--- src/rtl/dpram_stream_reader_pkg.sv ---
// dpram_stream_reader_pkg
//   Shared definitions for the acquisition-RAM stream reader.
//   - state_e        : controller states (IDLE / RUN / DRAIN)
//   - RAM_RD_LATENCY : cycles from ram_rd to valid ram_rdata
//   - cnt_width()    : width of the length / read / capture counters
package dpram_stream_reader_pkg;

    typedef enum logic [1:0] {
        ST_IDLE  = 2'd0,
        ST_RUN   = 2'd1,
        ST_DRAIN = 2'd2
    } state_e;

    localparam int RAM_RD_LATENCY = 1;

    // Counters must hold 0..2**addr_w inclusive, so one bit more than the address.
    function automatic int cnt_width(input int addr_w);
        return addr_w + 1;
    endfunction

endpackage

--- src/rtl/dpram_stream_reader_fifo.sv ---
// sync_fifo_reg
//   Register-based synchronous FIFO with flush.
//   clk, rst_n  : clock, asynchronous active-low reset
//   flush       : empties the FIFO (wins over push/pop)
//   push, push_data : write one entry
//   pop         : drop the head entry
//   head        : current head entry (meaningful while !empty)
//   count, empty: occupancy
module sync_fifo_reg #(
    parameter int WIDTH = 17,
    parameter int DEPTH = 4
) (
    input  logic                       clk,
    input  logic                       rst_n,
    input  logic                       flush,
    input  logic                       push,
    input  logic [WIDTH-1:0]           push_data,
    input  logic                       pop,
    output logic [WIDTH-1:0]           head,
    output logic [$clog2(DEPTH+1)-1:0] count,
    output logic                       empty
);
    localparam int PTR_W = (DEPTH > 1) ? $clog2(DEPTH) : 1;
    localparam int CNT_W = $clog2(DEPTH + 1);
    localparam logic [PTR_W-1:0] PTR_LAST = PTR_W'(DEPTH - 1);
    localparam logic [CNT_W-1:0] CNT_FULL = CNT_W'(DEPTH);

    logic [WIDTH-1:0] mem_q [DEPTH];
    logic [WIDTH-1:0] mem_d [DEPTH];
    logic [PTR_W-1:0] wr_ptr_q, wr_ptr_d, rd_ptr_q, rd_ptr_d;
    logic [CNT_W-1:0] count_q, count_d;
    logic             full_s, do_push_s, do_pop_s;

    function automatic logic [PTR_W-1:0] ptr_inc(input logic [PTR_W-1:0] p);
        if (p == PTR_LAST) begin
            return '0;
        end else begin
            return p + PTR_W'(1);
        end
    endfunction

    assign empty  = (count_q == '0);
    assign full_s = (count_q == CNT_FULL);
    assign count  = count_q;
    assign head   = mem_q[rd_ptr_q];

    // Next-state for storage, pointers and occupancy.
    always_comb begin
        mem_d     = mem_q;
        wr_ptr_d  = wr_ptr_q;
        rd_ptr_d  = rd_ptr_q;
        count_d   = count_q;
        do_push_s = push && (!full_s || pop);
        do_pop_s  = pop && !empty;
        if (flush) begin
            wr_ptr_d = '0;
            rd_ptr_d = '0;
            count_d  = '0;
        end else begin
            if (do_push_s) begin
                mem_d[wr_ptr_q] = push_data;
                wr_ptr_d        = ptr_inc(wr_ptr_q);
            end else begin
                wr_ptr_d = wr_ptr_q;
            end
            if (do_pop_s) begin
                rd_ptr_d = ptr_inc(rd_ptr_q);
            end else begin
                rd_ptr_d = rd_ptr_q;
            end
            case ({do_push_s, do_pop_s})
                2'b10:   count_d = count_q + CNT_W'(1);
                2'b01:   count_d = count_q - CNT_W'(1);
                default: count_d = count_q;
            endcase
        end
    end

    // FIFO state registers.
    always_ff @(posedge clk or negedge rst_n) begin
        if (!rst_n) begin
            for (int i = 0; i < DEPTH; i++) begin
                mem_q[i] <= '0;
            end
            wr_ptr_q <= '0;
            rd_ptr_q <= '0;
            count_q  <= '0;
        end else begin
            mem_q    <= mem_d;
            wr_ptr_q <= wr_ptr_d;
            rd_ptr_q <= rd_ptr_d;
            count_q  <= count_d;
        end
    end

    sync_fifo_reg_chk u_chk (
        .clk   (clk),
        .rst_n (rst_n),
        .push  (push && !flush),
        .pop   (pop && !flush),
        .full  (full_s),
        .empty (empty)
    );

endmodule

// sync_fifo_reg_chk: overflow / underflow must never happen in this design.
module sync_fifo_reg_chk (
    input logic clk,
    input logic rst_n,
    input logic push,
    input logic pop,
    input logic full,
    input logic empty
);
    a_no_overflow: assert property (@(posedge clk) disable iff (!rst_n)
        !(push && full && !pop))
        else $error("sync_fifo_reg overflow");

    a_no_underflow: assert property (@(posedge clk) disable iff (!rst_n)
        !(pop && empty))
        else $error("sync_fifo_reg underflow");
endmodule

--- src/rtl/dpram_stream_reader.sv ---
// dpram_stream_reader
//   Reads a wrapping window of the acquisition RAM and streams it out.
//   clk, rst_n          : clock, asynchronous active-low reset
//   start, base_addr, length, abort : command interface (sampled in IDLE)
//   busy, done          : status (done is a one-cycle pulse)
//   ram_rd, ram_raddr, ram_rdata    : RAM read port, data one cycle after rd
//   out_data, out_valid, out_ready, out_last : valid/ready output stream
module dpram_stream_reader
    import dpram_stream_reader_pkg::*;
#(
    parameter int ADDR_W     = 2,
    parameter int DATA_W     = 16,
    parameter int FIFO_DEPTH = 4
) (
    input  logic              clk,
    input  logic              rst_n,
    input  logic              start,
    input  logic [ADDR_W-1:0] base_addr,
    input  logic [ADDR_W:0]   length,
    input  logic              abort,
    output logic              busy,
    output logic              done,
    output logic              ram_rd,
    output logic [ADDR_W-1:0] ram_raddr,
    input  logic [DATA_W-1:0] ram_rdata,
    output logic [DATA_W-1:0] out_data,
    output logic              out_valid,
    input  logic              out_ready,
    output logic              out_last
);
    localparam int CNT_W      = cnt_width(ADDR_W);
    localparam int FIFO_CNT_W = $clog2(FIFO_DEPTH + 1);
    localparam logic [FIFO_CNT_W:0] DEPTH_C = (FIFO_CNT_W + 1)'(FIFO_DEPTH);

    state_e            state_q, state_d;
    logic [CNT_W-1:0]  len_q, len_d;
    logic [CNT_W-1:0]  rd_cnt_q, rd_cnt_d;
    logic [CNT_W-1:0]  wr_cnt_q, wr_cnt_d;
    logic [ADDR_W-1:0] raddr_q, raddr_d;
    logic              inflight_q, inflight_d;
    logic              busy_q, busy_d;
    logic              done_q, done_d;

    logic [FIFO_CNT_W-1:0] fifo_count_s;
    logic [FIFO_CNT_W:0]   occupancy_s;
    logic                  fifo_empty_s;
    logic [DATA_W:0]       fifo_head_s;
    logic                  rd_en_s, push_s, push_last_s, pop_s, flush_s;

    // Words already held or still coming back from the RAM; built only from
    // registers so out_ready has no combinational path to ram_rd.
    assign occupancy_s = {1'b0, fifo_count_s} + {{FIFO_CNT_W{1'b0}}, inflight_q};

    // Read issue: window not exhausted and room for the returning word.
    always_comb begin
        rd_en_s = 1'b0;
        if ((state_q == ST_RUN) && (rd_cnt_q != len_q) && (occupancy_s < DEPTH_C)) begin
            rd_en_s = 1'b1;
        end else begin
            rd_en_s = 1'b0;
        end
    end

    assign push_s      = inflight_q;
    assign push_last_s = (wr_cnt_q == (len_q - CNT_W'(1)));
    assign out_valid   = !fifo_empty_s;
    assign pop_s       = out_valid && out_ready;
    assign flush_s     = abort && (state_q != ST_IDLE);
    assign out_data    = out_valid ? fifo_head_s[DATA_W-1:0] : '0;
    assign out_last    = out_valid && fifo_head_s[DATA_W];
    assign ram_rd      = rd_en_s;
    assign ram_raddr   = raddr_q;
    assign busy        = busy_q;
    assign done        = done_q;

    // Controller next-state: command capture, address/counters, completion.
    always_comb begin
        state_d    = state_q;
        len_d      = len_q;
        rd_cnt_d   = rd_cnt_q;
        raddr_d    = raddr_q;
        inflight_d = rd_en_s;
        busy_d     = busy_q;
        done_d     = 1'b0;
        wr_cnt_d   = push_s ? (wr_cnt_q + CNT_W'(1)) : wr_cnt_q;
        case (state_q)
            ST_IDLE: begin
                if (start) begin
                    len_d    = length;
                    raddr_d  = base_addr;
                    rd_cnt_d = '0;
                    wr_cnt_d = '0;
                    if (length != '0) begin
                        state_d = ST_RUN;
                        busy_d  = 1'b1;
                    end else begin
                        done_d = 1'b1;
                    end
                end else begin
                    state_d = ST_IDLE;
                end
            end
            ST_RUN: begin
                if (rd_en_s) begin
                    raddr_d  = raddr_q + ADDR_W'(1);
                    rd_cnt_d = rd_cnt_q + CNT_W'(1);
                    if ((rd_cnt_q + CNT_W'(1)) == len_q) begin
                        state_d = ST_DRAIN;
                    end else begin
                        state_d = ST_RUN;
                    end
                end else begin
                    state_d = ST_RUN;
                end
            end
            ST_DRAIN: begin
                if (pop_s && fifo_head_s[DATA_W]) begin
                    state_d = ST_IDLE;
                    busy_d  = 1'b0;
                    done_d  = 1'b1;
                end else begin
                    state_d = ST_DRAIN;
                end
            end
            default: begin
                state_d = ST_IDLE;
                busy_d  = 1'b0;
            end
        endcase
        // Abort drops everything, including the word still coming from the RAM.
        if (flush_s) begin
            state_d    = ST_IDLE;
            busy_d     = 1'b0;
            done_d     = 1'b0;
            inflight_d = 1'b0;
        end else begin
            inflight_d = rd_en_s;
        end
    end

    // Controller registers.
    always_ff @(posedge clk or negedge rst_n) begin
        if (!rst_n) begin
            state_q    <= ST_IDLE;
            len_q      <= '0;
            rd_cnt_q   <= '0;
            wr_cnt_q   <= '0;
            raddr_q    <= '0;
            inflight_q <= 1'b0;
            busy_q     <= 1'b0;
            done_q     <= 1'b0;
        end else begin
            state_q    <= state_d;
            len_q      <= len_d;
            rd_cnt_q   <= rd_cnt_d;
            wr_cnt_q   <= wr_cnt_d;
            raddr_q    <= raddr_d;
            inflight_q <= inflight_d;
            busy_q     <= busy_d;
            done_q     <= done_d;
        end
    end

    sync_fifo_reg #(
        .WIDTH (DATA_W + 1),
        .DEPTH (FIFO_DEPTH)
    ) u_fifo (
        .clk       (clk),
        .rst_n     (rst_n),
        .flush     (flush_s),
        .push      (push_s),
        .push_data ({push_last_s, ram_rdata}),
        .pop       (pop_s),
        .head      (fifo_head_s),
        .count     (fifo_count_s),
        .empty     (fifo_empty_s)
    );

    dpram_stream_reader_chk #(.FIFO_DEPTH(FIFO_DEPTH)) u_chk ();

endmodule

// dpram_stream_reader_chk: configuration limits the read pipeline relies on.
module dpram_stream_reader_chk
    import dpram_stream_reader_pkg::*;
#(
    parameter int FIFO_DEPTH = 4
);
    if (FIFO_DEPTH < 3) begin : g_depth_chk
        $error("dpram_stream_reader: FIFO_DEPTH must be >= 3");
    end
    if (RAM_RD_LATENCY != 1) begin : g_lat_chk
        $error("dpram_stream_reader: single in-flight stage assumes RAM latency 1");
    end
endmodule

--- config.mk ---
export PLATFORM = sky130hd
export DESIGN_NAME = dpram_stream_reader
export DESIGN_NICKNAME = d
export VERILOG_FILES = /design/src/rtl/dpram_stream_reader_pkg.sv /design/src/rtl/dpram_stream_reader_fifo.sv /design/src/rtl/dpram_stream_reader.sv
export SDC_FILE = /design/constraint.sdc
export NUM_CORES = 1
export LEC_CHECK = 0
export ABC_AREA = 1
export CAP_MARGIN = 20
export CORE_MARGIN = 4
export CORE_UTILIZATION = 40
export DETAILED_ROUTE_END_ITERATION = 8
export DONT_BUFFER_PORTS = 1
export PLACE_DENSITY = 0.6
export SLEW_MARGIN = 20
export SYNTH_ARGS = -nofsm -noshare
export SYNTH_HDL_FRONTEND = slang
export SYNTH_HIERARCHICAL = 1
export SYNTH_SLANG_ARGS = --single-unit
--- constraint.sdc ---
create_clock -name clk -period 3.1 [get_ports clk]
set_clock_uncertainty 0.05 [all_clocks]
set_input_delay 0.775 -clock clk [delete_from_list [all_inputs] [get_ports clk]]
set_output_delay 0.775 -clock clk [all_outputs]
set_load 0.05 [all_outputs]
After elaboration in Yosys (flattened, before gate mapping)
Index checks and enable logic that the tools add are counted.

Register bits: 91. Bits of input ports: 26. Output and inout port bits: 23.

Add/sub/neg operators: 9. Order comparisons: 4. Eq/ne operators: 17. Multiplexer cells: 43. Bitwise gates (word level): 3. Reductions and logical operators: 24.

Operators by type and width (number): 68-bit bitwise mux (1); 17-bit two-way mux (3); 17-bit binary-select mux with 2-bit select (1); 17-bit demux with 2-bit select (1); 2-bit two-way mux (14); 3-bit two-way mux (6); 16-bit two-way mux (1); 3-bit one-hot mux with 2 select lines (2); 1-bit two-way mux (10); 3-bit by 1-bit adder with 3-bit output (second input constant) (3); 1-bit logical AND (9); 3-bit inequality test (second input constant) (3); 2-bit equality test (second input constant) (4); 2-bit nonzero test (4); 2-bit by 1-bit adder with 2-bit output (second input constant) (3); 3-bit equality test (2); 3-bit >= comparator (second input constant) (2); 2-bit inequality test (second input constant) (3); 2-bit inverter with 3-bit output (2); 2-bit one-hot mux with 3 select lines (1); 3-bit nonzero test (2); 3-bit by 1-bit subtractor with 3-bit output (second input constant) (2); 3-bit by 1-bit adder with 4-bit output (1); 2-bit by 1-bit equality test with 1-bit output (second input constant) (2); other kinds (16) (18).

Logic depth before layout (Yosys ltp)
Gate-level depths: netlist of run 1.

Word-level depth: 8. Depth in mapped cells: 14.

Hierarchy
The synthesis of run 1 kept the hierarchy.

By module, submodules not included: sync_fifo_reg (instances 1, cells each 390, area an instance 3713.6 sq um, seq. area each 1876.8 sq um); dpram_stream_reader (instances 1, cells each 159, area an instance 1117.3 sq um, seq. area each 400.4 sq um).

Worst setup path after synthesis of run 1
No wires, ideal clock.

Kind: register to output. From: reg u_fifo.rd_ptr_q[0]. To: out out_data[10]. Arrival: 1753 ps. Path slack: 522 ps. Cell stages (with the launch flop): 8. Buffers on the path: 2. Path through: dfrtp_1 buf_2 inv_1 clkbuf_1 o21ai_0 o22ai_1 inv_1 nor2_1.

Longest elaborated chain between the ends: 5.

Ends and longest elaborated chain: start: declaration (line dpram_stream_reader_fifo.sv:30) `logic [PTR_W-1:0] wr_ptr_q, wr_ptr_d, rd_ptr_q, rd_ptr_d;`; start signal: assignment (line dpram_stream_reader_fifo.sv:91) `rd_ptr_q <= rd_ptr_d;`; 2-bit inverter with 3-bit output (implied by the code) (line dpram_stream_reader_fifo.sv:45) `assign head = mem_q[rd_ptr_q];`; 17-bit binary-select mux with 2-bit select (line dpram_stream_reader_fifo.sv:45); 17-bit two-way mux (implied by the code) (2 in series) (line dpram_stream_reader_fifo.sv:45); net fifo_head_s[10] (line dpram_stream_reader.sv:47) `logic [DATA_W:0] fifo_head_s;`; 16-bit two-way mux (line dpram_stream_reader.sv:69) `assign out_data = out_valid ? fifo_head_s[DATA_W-1:0] : '0;`; end: declaration (line dpram_stream_reader.sv:26) `output logic [DATA_W-1:0] out_data,`.

The timed path passes the listed nets, and every way through them passes these cells. The select of a mux whose other input is x is not followed.

Worst setup path in the final report of run 1
From: reg u_fifo.rd_ptr_q[0]. To: out out_last.

Longest elaborated chain between the ends: 5.

Ends and longest elaborated chain: 2-bit inverter with 3-bit output (implied by the code) (line dpram_stream_reader_fifo.sv:45); 17-bit binary-select mux with 2-bit select (line dpram_stream_reader_fifo.sv:45); 17-bit two-way mux (implied by the code) (2 in series) (line dpram_stream_reader_fifo.sv:45); net fifo_head_s[16] (line dpram_stream_reader.sv:47); 1-bit logical AND (line dpram_stream_reader.sv:70) `assign out_last = out_valid && fifo_head_s[DATA_W];`; end: declaration (line dpram_stream_reader.sv:29) `output logic out_last`.

The timed path passes the listed nets, and every way through them passes these cells. The select of a mux whose other input is x is not followed.

==> key figures, run 1 <==
Global route
  • GRT Total Usage: 0.154
  • First-pass GRT wire length: 17500 µm
  • Initial antenna violation count: 0
  • Vias in the first global route: around 3600
  • Overflow after GRT: 0
  • Largest net degree at the start of global routing: between 90 and 100

Placement
  • Dpl ws: between 500 and 600 ps
  • Final HPWL DP: 6590 µm
  • Port bufs: 0
  • Post-DP Area: 0.00500 mm²
  • RD Place Congestion: 0.826

Clock tree
  • Skew-Pair Late Insertion Delay: around 340 ps
  • Clock Sinks: slightly above 90
  • Root Driver: clkbuf_16
  • CTS Buf Count: 9
  • CTS H-tree depth: 3
  • CTS max path bufs: 2
  • Clock transition at path regs: around 60 ps
  • Setup bufs post-CTS: 0
  • Post-cts sizing count: 0
  • CTS tree: done
  • Cts hold-fix bufs: 0

Detailed routing
  • Uppermost layer routed: met4
  • WL/cell: between 10 and 15 µm
  • Total wire length: roughly 10000 µm
  • Routed length on met3: slightly below 400 µm
  • Met2 wire length: 4880 µm
  • Iteration-0 DRC Markers: around 240
  • Via count: 3591
  • Pre-antenna DRT Iters: 4
  • Metal-1 WL: between 4000 and 5000 µm
  • Drt via density: about 5
  • Antenna viol nets, final: 0
  • DRC errors left: 0

STA
  • Relative slew slack: 0.622
  • Slew Limit Fails: 0
  • Setup TNS: 0 ps
  • Pin slew with the least headroom to its limit: roughly 570 ps
  • Peak Freq: 0.346 GHz
  • Final Hold Viols: 0
  • Fin crit share: 0.932
  • RSZ-0062 raised after global routing: no
  • Tmin final: around 2900 ps
  • Final Setup Violations: 0
  • Setup WS post-layout: approximately 210 ps

Pwr
  • Peak supply drop: ~0.66 mV
  • Leak Pwr: roughly 0.0026 µW
  • Logic pwr share: 0.511
  • Clk network pwr share: 0.162
  • Internal power: about 3400 µW
  • Register share of total power: 0.326
  • Sw Pwr: around 3100 µW
  • Pwr dens: about 1200 mW/mm²
  • Sw frac: 0.474

Yosys
  • Avg Inst Size Synth: 8.80 µm²
  • Mapped Nets: between 500 and 600
  • Yosys top cell by area: dfrtp_1
  • XOR/XNOR Fraction of Synth Area: 0.0163
  • Yosys reg bits: 91
  • Synth Area in Adders: 0.0249
  • Seq/Total Area, Yosys: 0.471
  • Synth area leaders: dfrtp_1 (47%), o21ai_2 (11%), nand2_1 (7.9%)
  • Yosys cell types: 29
  • Top cell type's share of synthesized area: 0.471
  • Synth Area in Compound Gates: 0.203
  • Post-synthesis mux area share: 0
  • Cell count after synthesis: ~550
  • Post-Synth Simple-Gate Area: 0.194
  • Area of the mapped netlist: between 0.004 and 0.005 mm²
  • Ys Warns: 6
  • Main combinational cell family by area after synthesis: compound AO/OA/AOI/OAI gates

Die
  • Die height: roughly 120 µm
  • I/O pins: 49
  • Initial Utilization: 0.416
  • Floorplan row count: 39
  • Core Box Area: about 0.012 mm²
  • Die ar.: around 0.014 mm²
  • Die width: about 120 µm

Finish
  • Layout overhead on the synthesized area: 9.30%
  • Design area: 0.00528 mm²
  • Layout cells sized above 1: 0.227
  • Antenna cells: 0
  • Footprint of the multi-input gates: ~0.0021 mm²
  • Fill cell count: ~1100
  • Register area: around 0.0023 mm²
  • Nets@finish: slightly below 600
  • Commonest non-fill, non-tap cell in the layout: nand2_1
  • Commonest cells after routing, fill and taps aside: nand2_1 (102), dfrtp_1 (91), nor2_1 (63), o21ai_2 (62), inv_1 (61)

Job
  • # Max-Cap Violations: 0

Worst setup path
  • Most Frequent Cell on Critical Path: inv_1
  • Slowest stage delay, CP: ~550 ps
  • CP Cell Sequence: inv_1, buf_4, o21ai_0, o22ai_1, inv_1, nor2_4
  • Endpoint type of the worst setup path: output pin
  • Crit path required time: 2270 ps
  • CP arrival: between 2000 and 2500 ps
  • CP max-delay cell: dfrtp_1
  • Startpoint Class: flip-flop
  • CP Max Fanout: 21
  • Critical path type: flip-flop to output pin

Hold path
  • Hold WC Path Type: primary input to asynchronous set/reset pin

Run status
  • Status: completed
[worst max-delay path: cells and delay by family (launching register included)]
kind                   cells  cell delay [ps]
AOI/OAI and AO/OA          2              340
buffers and inverters      3              520
DFF                        1              550
and+or+nand+nor            1              320
[power by group through the flow]
stage / registers [µW] / logic [µW] / clock network [µW]
finish: 2130 / 3340 / 1060
detailed placement: 2140 / 3360 / 0
CTS: 2130 / 3370 / 1100
floorplan: 2040 / 2710 / 0
global route: 2190 / 3720 / 1150
global placement: 2120 / 3300 / 0
[final timing paths]
path	start	endpoint	slack, ps	depth (start not counted)
setup reg to reg	u_fifo/count[0]	u_fifo/count[2]	560	13
hold / removal	rst_n	u_fifo/wr_ptr_q[1]	90	0
max in group asynchronous	rst_n	u_fifo/mem_q[14]	2740	0
hold reg to reg	u_fifo/mem_q[42]	u_fifo/mem_q[42]	420	2
setup / recovery	u_fifo/rd_ptr_q[0]	out_last	210	6
min in group clk	u_fifo/mem_q[42]	u_fifo/mem_q[42]	420	2
[final cells by class]
| type | count | share of cell area |
|---|---|---|
| sequential | 91 | 0.431 |
| multi-input combinational | 369 | 0.401 |
| inverter | 65 | 0.0464 |
| tap | 143 | 0.0339 |
| clock inverter | 4 | 0.0102 |
| timing repair buffer | 24 | 0.0341 |
| clock buffer | 10 | 0.0434 |
[kinds of logic after synthesis]
kind of cell,after synthesis
AO/OA/AOI/OAI,143
XOR/XNOR,9
adder cells (fa/ha/maj),9
buffers and inverters,89
flip-flops,91
AND/OR/NAND/NOR,208
[routing by layer]
| layer | vias to the layer above | GRT usage |
|---|---|---|
| li1 | 1790 | - |
| met1 | 1724 | 0.196 |
| met2 | 67 | 0.264 |
| met3 | 10 | 0.0356 |
| met4 | 0 | 0.0425 |
| met5 | - | 0 |
[state kept, by name (all words and copies together) (netlist names)]
name,cells
busy,1
done,1
inflight_q,1
len_q,3
ram_raddr,2
rd_cnt_q,3
state_q,2
u_fifo/count,3
u_fifo/mem_q,68
u_fifo/rd_ptr_q,2
u_fifo/wr_ptr_q,2
wr_cnt_q,3
[cells in the mapped netlist (all sizes together)]
library cell and count:
inv 64, nand3 16, nand2 116, buf 17, clkbuf 7, xor2 2, nor3 4, clkinv 1
o22ai 17, a21oi 9, nor2 70, o21bai 1, nand4 2, dfrtp 91, xnor2 7, ha 8
fa 1, o21ai 116
[stage by stage]
step	hold WS, ps	power [µW]	utilization	std cells
floorplan	400	4750	-	549
global placement	409	5420	0.430	692
detailed placement	412	5500	0.430	692
CTS	68.3	6600	0.455	706
global route	66.2	7050	0.455	706
finish	86.5	6530	0.455	706
Note: power is estimated with default switching activity, not from simulation.
==> run 2: changes to the inputs <==
RECOVER_POWER = 50   (was not set)
==> key figures, run 2 (same netlist as run 1, synthesis figures left out) <==
Die
  • Die width: 118 µm (unchanged)
  • Initial Utilization: 0.416 (unchanged)
  • Die ar.: 0.0139 mm² (unchanged)
  • Die height: 118 µm (unchanged)
  • Floorplan row count: 39 (unchanged)
  • I/O pins: 49 (unchanged)
  • Core Box Area: 0.0116 mm² (unchanged)

Finish
  • Max FFs per register: 68 (unchanged)
  • Antenna cells: 0 (unchanged)
  • Layout cells sized above 1: 0.217 (-0.0107)
  • Fill cell count: 1128 (+0.18%)
  • Top reg by flops: u_fifo/mem_q
  • Commonest cells after routing, fill and taps aside: nand2_1 (103), dfrtp_1 (91), nor2_1 (65), inv_1 (62), o21ai_2 (62)
  • Nets@finish: 595 (unchanged)
  • Commonest non-fill, non-tap cell in the layout: nand2_1
  • Layout overhead on the synthesized area: 8.96%
  • Design area: 0.00526 mm² (-0.31%)

STA
  • Setup TNS: 0 ps (unchanged)
  • RSZ-0062 raised after global routing: no
  • Final Hold Viols: 0 (unchanged)
  • Relative slew slack: 0.566 (-0.0562)
  • Hold WS: 89.5 ps (+3.02 ps)
  • Peak Freq: 0.348 GHz (+0.42%)
  • Tmin final: 2880 ps (-12.2 ps)
  • Final Setup Violations: 0 (unchanged)
  • Fin crit share: 0.928 (-0.00394)
  • Slew Limit Fails: 0 (unchanged)
  • Pin slew with the least headroom to its limit: 649 ps (+81.9 ps)

Clock tree
  • CTS Buf Count: 9 (unchanged)
  • Root Driver: clkbuf_16
  • CTS max path bufs: 2 (unchanged)
  • CTS tree: done
  • Cts hold-fix bufs: 0 (unchanged)
  • Skew-Pair Late Insertion Delay: 330 ps (about the same)
  • Clock Sinks: 91 (unchanged)
  • Clock transition at path regs: 60 ps (about the same)
  • Post-cts sizing count: 0 (unchanged)
  • Setup bufs post-CTS: 0 (unchanged)
  • CTS H-tree depth: 3 (unchanged)

Global route
  • Vias in the first global route: 3591 (unchanged)
  • First-pass GRT wire length: 17500 µm (unchanged)
  • Initial antenna violation count: 0 (unchanged)
  • Overflow after GRT: 0 (unchanged)
  • GRT Total Usage: 0.154 (unchanged)
  • Largest net degree at the start of global routing: 92 (unchanged)

Worst setup path
  • Worst path depth: 7 (+1)
  • CP Cell Sequence: buf_4, buf_4, o21ai_0, o22ai_1, inv_1, nor2_1, buf_4
  • CP max-delay cell: dfrtp_1
  • Most Frequent Cell on Critical Path: buf_4
  • CP arrival: 2050 ps (about the same)
  • Critical path type: flip-flop to output pin
  • Worst Reg-to-Reg Cells: 13 (unchanged)
  • Endpoint type of the worst setup path: output pin
  • CP top delay family: buffers and inverters
  • CP Max Fanout: 14 (-33%)
  • Critical path buffers and inverters: 4 (+1)
  • Slowest stage delay, CP: 620 ps (+70 ps)
  • Crit path required time: 2270 ps (about the same)
  • Startpoint Class: flip-flop

Pwr
  • Peak supply drop: 0.663 mV (about the same)
  • Pwr dens: 1230 mW/mm² (-0.22%)
  • Leak Pwr: 0.00259 µW (-0.34%)

Placement
  • Port bufs: 0 (unchanged)
  • RD Place Congestion: 0.826 (unchanged)
  • Post-DP Area: 0.00500 mm² (unchanged)
  • Final HPWL DP: 6590 µm (unchanged)

Detailed routing
  • Pre-antenna DRT Iters: 4 (unchanged)
  • Antenna viol nets, final: 0 (unchanged)
  • Drt via density: 5.07 (-0.28%)
  • Via count: 3581 (-0.28%)
  • Total wire length: 10200 µm (-0.55%)
  • DRC errors left: 0 (unchanged)
  • WL/cell: 14.4 µm (-0.55%)
  • Iteration-0 DRC Markers: 233 (-2.1%)

Run status
  • Status: completed

Hold path
  • Hold WC Path Type: primary input to asynchronous set/reset pin

Job
  • # Max-Cap Violations: 0 (unchanged)
==> run 2: final timing paths <==
path	end	slack, ps	startpoint
worst max-delay path	out_data[10]	220	u_fifo/rd_ptr_q[0]
worst min-delay path	u_fifo/wr_ptr_q[1]	90	rst_n
max in group asynchronous	u_fifo/mem_q[14]	2740	rst_n
worst min register to register	u_fifo/mem_q[42]	420	u_fifo/mem_q[42]
worst max register to register	u_fifo/count[2]	570	u_fifo/count[0]
min in group clk	u_fifo/mem_q[42]	420	u_fifo/mem_q[42]
==> run 2: through the flow <==
step                worst slack, ps   util  std cells  power, µW
floorplan                       522      -        549       4750
global placement                631  0.430        692       5420
detailed placement              592  0.430        692       5500
CTS                             223  0.455        706       6600
global route                   82.8  0.453        706       7020
finish                          225  0.453        706       6500
==> run 2: report_power, final <==
part,total (µW),internal [µW],switching (µW)
registers,2130,1700,430
clock network,1060,617,441
logic,3310,1110,2200
==> run 2: cell type report <==
type	count	area, µm²	area share
multi-input cells	369	2100	0.400
flip-flops and latches	91	2280	0.433
well taps	143	179	0.0340
clock buffers	10	229	0.0435
inverters	65	245	0.0466
clock inverters	4	53.8	0.0102
repair buffers	24	176	0.0335
==> run 2: layer usage <==
metal,track usage,share of wire,up-vias
li1,-,-,1791
met1,0.196,0.47,1715
met2,0.264,0.48,65
met5,0,0,-
met4,0.0425,0.013,0
met3,0.0356,0.036,10
==> run 3: changes to the inputs <==
BUFFER_PORTS_ARGS = -buffer_cell sky130_fd_sc_hd__clkbuf_2   (was not set)
DONT_BUFFER_PORTS = not set   (was 1)
PLACE_DENSITY = 0.64   (was 0.6)
==> key figures, run 3 (same netlist as run 1, synthesis figures left out) <==
Global route
  • Largest net degree at the start of global routing: 71 (-23%)
  • Vias in the first global route: 3803 (+5.9%)
  • Initial antenna violation count: 0 (unchanged)
  • First-pass GRT wire length: 18100 µm (+3.4%)
  • GRT Total Usage: 0.157 (+0.00289)
  • Overflow after GRT: 0 (unchanged)

Worst setup path
  • Crit path required time: 2270 ps (about the same)
  • Startpoint Class: flip-flop
  • Endpoint type of the worst setup path: output pin
  • Critical path type: flip-flop to output pin
  • CP Max Fanout: 12 (-2)
  • CP arrival: 2060 ps (about the same)
  • Worst reg2reg setup slack: 400 ps (-170 ps)

Clock tree
  • Root Driver: clkbuf_16
  • CTS max path bufs: 2 (unchanged)
  • Clock Sinks: 91 (unchanged)
  • CTS Buf Count: 9 (unchanged)
  • CTS H-tree depth: 3 (unchanged)
  • CTS tree: done
  • Skew-Pair Late Insertion Delay: 340 ps (about the same)
  • Clock transition at path regs: 70 ps (about the same)

STA
  • Setup TNS: 0 ps (unchanged)
  • RSZ-0062 raised after global routing: no
  • Final Setup Violations: 0 (unchanged)
  • Pin slew with the least headroom to its limit: 1240 ps (+589 ps)
  • Setup WS post-layout: 218 ps (-6.75 ps)
  • Peak Freq: 0.347 GHz (-0.23%)
  • Slew Limit Fails: 0 (unchanged)
  • Relative slew slack: 0.175 (-0.391)
  • Fin crit share: 0.930 (+0.00218)
  • Final Hold Viols: 0 (unchanged)
  • Tmin final: 2880 ps (+6.75 ps)

Pwr
  • Pwr dens: 1200 mW/mm² (-2.9%)
  • Total Power: 6460 µW (-0.49%)
  • Peak supply drop: 0.682 mV (+2.8%)
  • Leak Pwr: 0.00271 µW (+4.8%)

Finish
  • Non-filler instance count after layout: 739 (+4.7%)
  • Top reg by flops: u_fifo/mem_q
  • Register area: 0.00228 mm² (unchanged)
  • Max FFs per register: 68 (unchanged)
  • Layout cells sized above 1: 0.262 (+0.0450)
  • Fill cell count: 1163 (+3.1%)
  • Nets@finish: 626 (+5.2%)
  • Commonest non-fill, non-tap cell in the layout: nand2_1
  • Antenna cells: 0 (unchanged)
  • Layout overhead on the synthesized area: 11.6%
  • Footprint of the multi-input gates: 0.00210 mm² (-0.18%)
  • Commonest cells after routing, fill and taps aside: nand2_1 (103), dfrtp_1 (91), nor2_1 (65), inv_1 (61), o21ai_2 (61)

Die
  • Core Box Area: 0.0116 mm² (unchanged)
  • Die ar.: 0.0139 mm² (unchanged)
  • Die width: 118 µm (unchanged)
  • Initial Utilization: 0.416 (unchanged)
  • Die height: 118 µm (unchanged)
  • I/O pins: 49 (unchanged)
  • Floorplan row count: 39 (unchanged)

Job
  • # Max-Cap Violations: 0 (unchanged)

Detailed routing
  • WL/cell: 13.8 µm (-4.3%)
  • Iteration-0 DRC Markers: 214 (-8.2%)
  • Drt via density: 5.00 (-1.4%)
  • Antenna viol nets, final: 0 (unchanged)
  • Total wire length: 10200 µm (+0.22%)
  • DRC errors left: 0 (unchanged)
  • Via count: 3696 (+3.2%)
  • Pre-antenna DRT Iters: 4 (unchanged)

Placement
  • RD Place Congestion: 0.836 (+1.1%)
  • Inst Count DP: 723 (+4.5%)
  • Dpl ws: 426 ps (-167 ps)
  • Final HPWL DP: 6850 µm (+4.0%)
  • Port bufs: 48 (+48)

Run status
  • Status: completed

Hold path
  • Hold WC Path Type: flip-flop to flip-flop
[run 3: changes by cell type in the layout (fill, tap and decap cells not counted)]
cell,before,now
buf_4,23,6
bufinv_16,1,0
clkbuf_1,2,1
clkbuf_2,0,47
clkbuf_4,0,1
clkbuf_8,0,1
clkinv_8,0,1
clkinvlp_4,2,3
inv_1,62,61
inv_6,0,2
o21ai_0,46,47
o21ai_2,62,61
[run 3: timing repair]
action | 4_1_cts | 5_1_grt
setup endpoints to repair | 0 | 1
hold buffers | 0 | 0
buffers inserted | 0 | 0
gates resized for setup | 0 | 1
[run 3: area by class of cell]
class | count | area share
clock buffer | 10 | 0.0443
clock inverter | 6 | 0.0107
inverter | 65 | 0.0462
multi-input combinational | 369 | 0.389
sequential | 91 | 0.422
tap | 143 | 0.0332
timing repair buffer | 55 | 0.0541
[run 3: metrics by stage]
step	util	hold slack, ps	area (µm²)
5_1_grt	0.464	450	5390
3_3_place_gp	0.441	409	5120
6_report	0.464	429	5390
2_1_floorplan	-	400	4830
4_1_cts	0.467	283	5420
3_5_place_dp	0.441	413	5120
[run 3: final timing paths]
path / to / cells past startpoint / startpoint
setup reg to reg: u_fifo/count[2] / 13 / u_fifo/count[0]
hold / removal: u_fifo/mem_q[28] / 2 / u_fifo/mem_q[28]
setup / recovery: out_data[4] / 6 / u_fifo/count[0]
hold reg to reg: u_fifo/mem_q[28] / 2 / u_fifo/mem_q[28]
max in group asynchronous: u_fifo/mem_q[22] / 2 / rst_n
min in group asynchronous: busy / 1 / rst_n
[run 3: power breakdown]
part           switching, µW  internal, µW
Sequential               335          1700
Combinational           2330          1030
Clock                    481           579
Total                   3150          3310
[run 3: per-layer routing]
metal	vias to the layer above	part of all wire	track usage	wire length (µm)
li1	1854	-	-	-
met1	1772	0.47	0.202	4770
met2	61	0.49	0.268	5020
met3	9	0.030	0.0351	309
met4	0	0.0096	0.0403	98
met5	-	0	0	0
[run 3: critical path, cell delays in order (launching register included)]
cell	delay (ps)
dfrtp_1	450
nor2_2	190
nand2_1	110
inv_1	410
buf_4	260
nor2_1	60
clkbuf_2	230
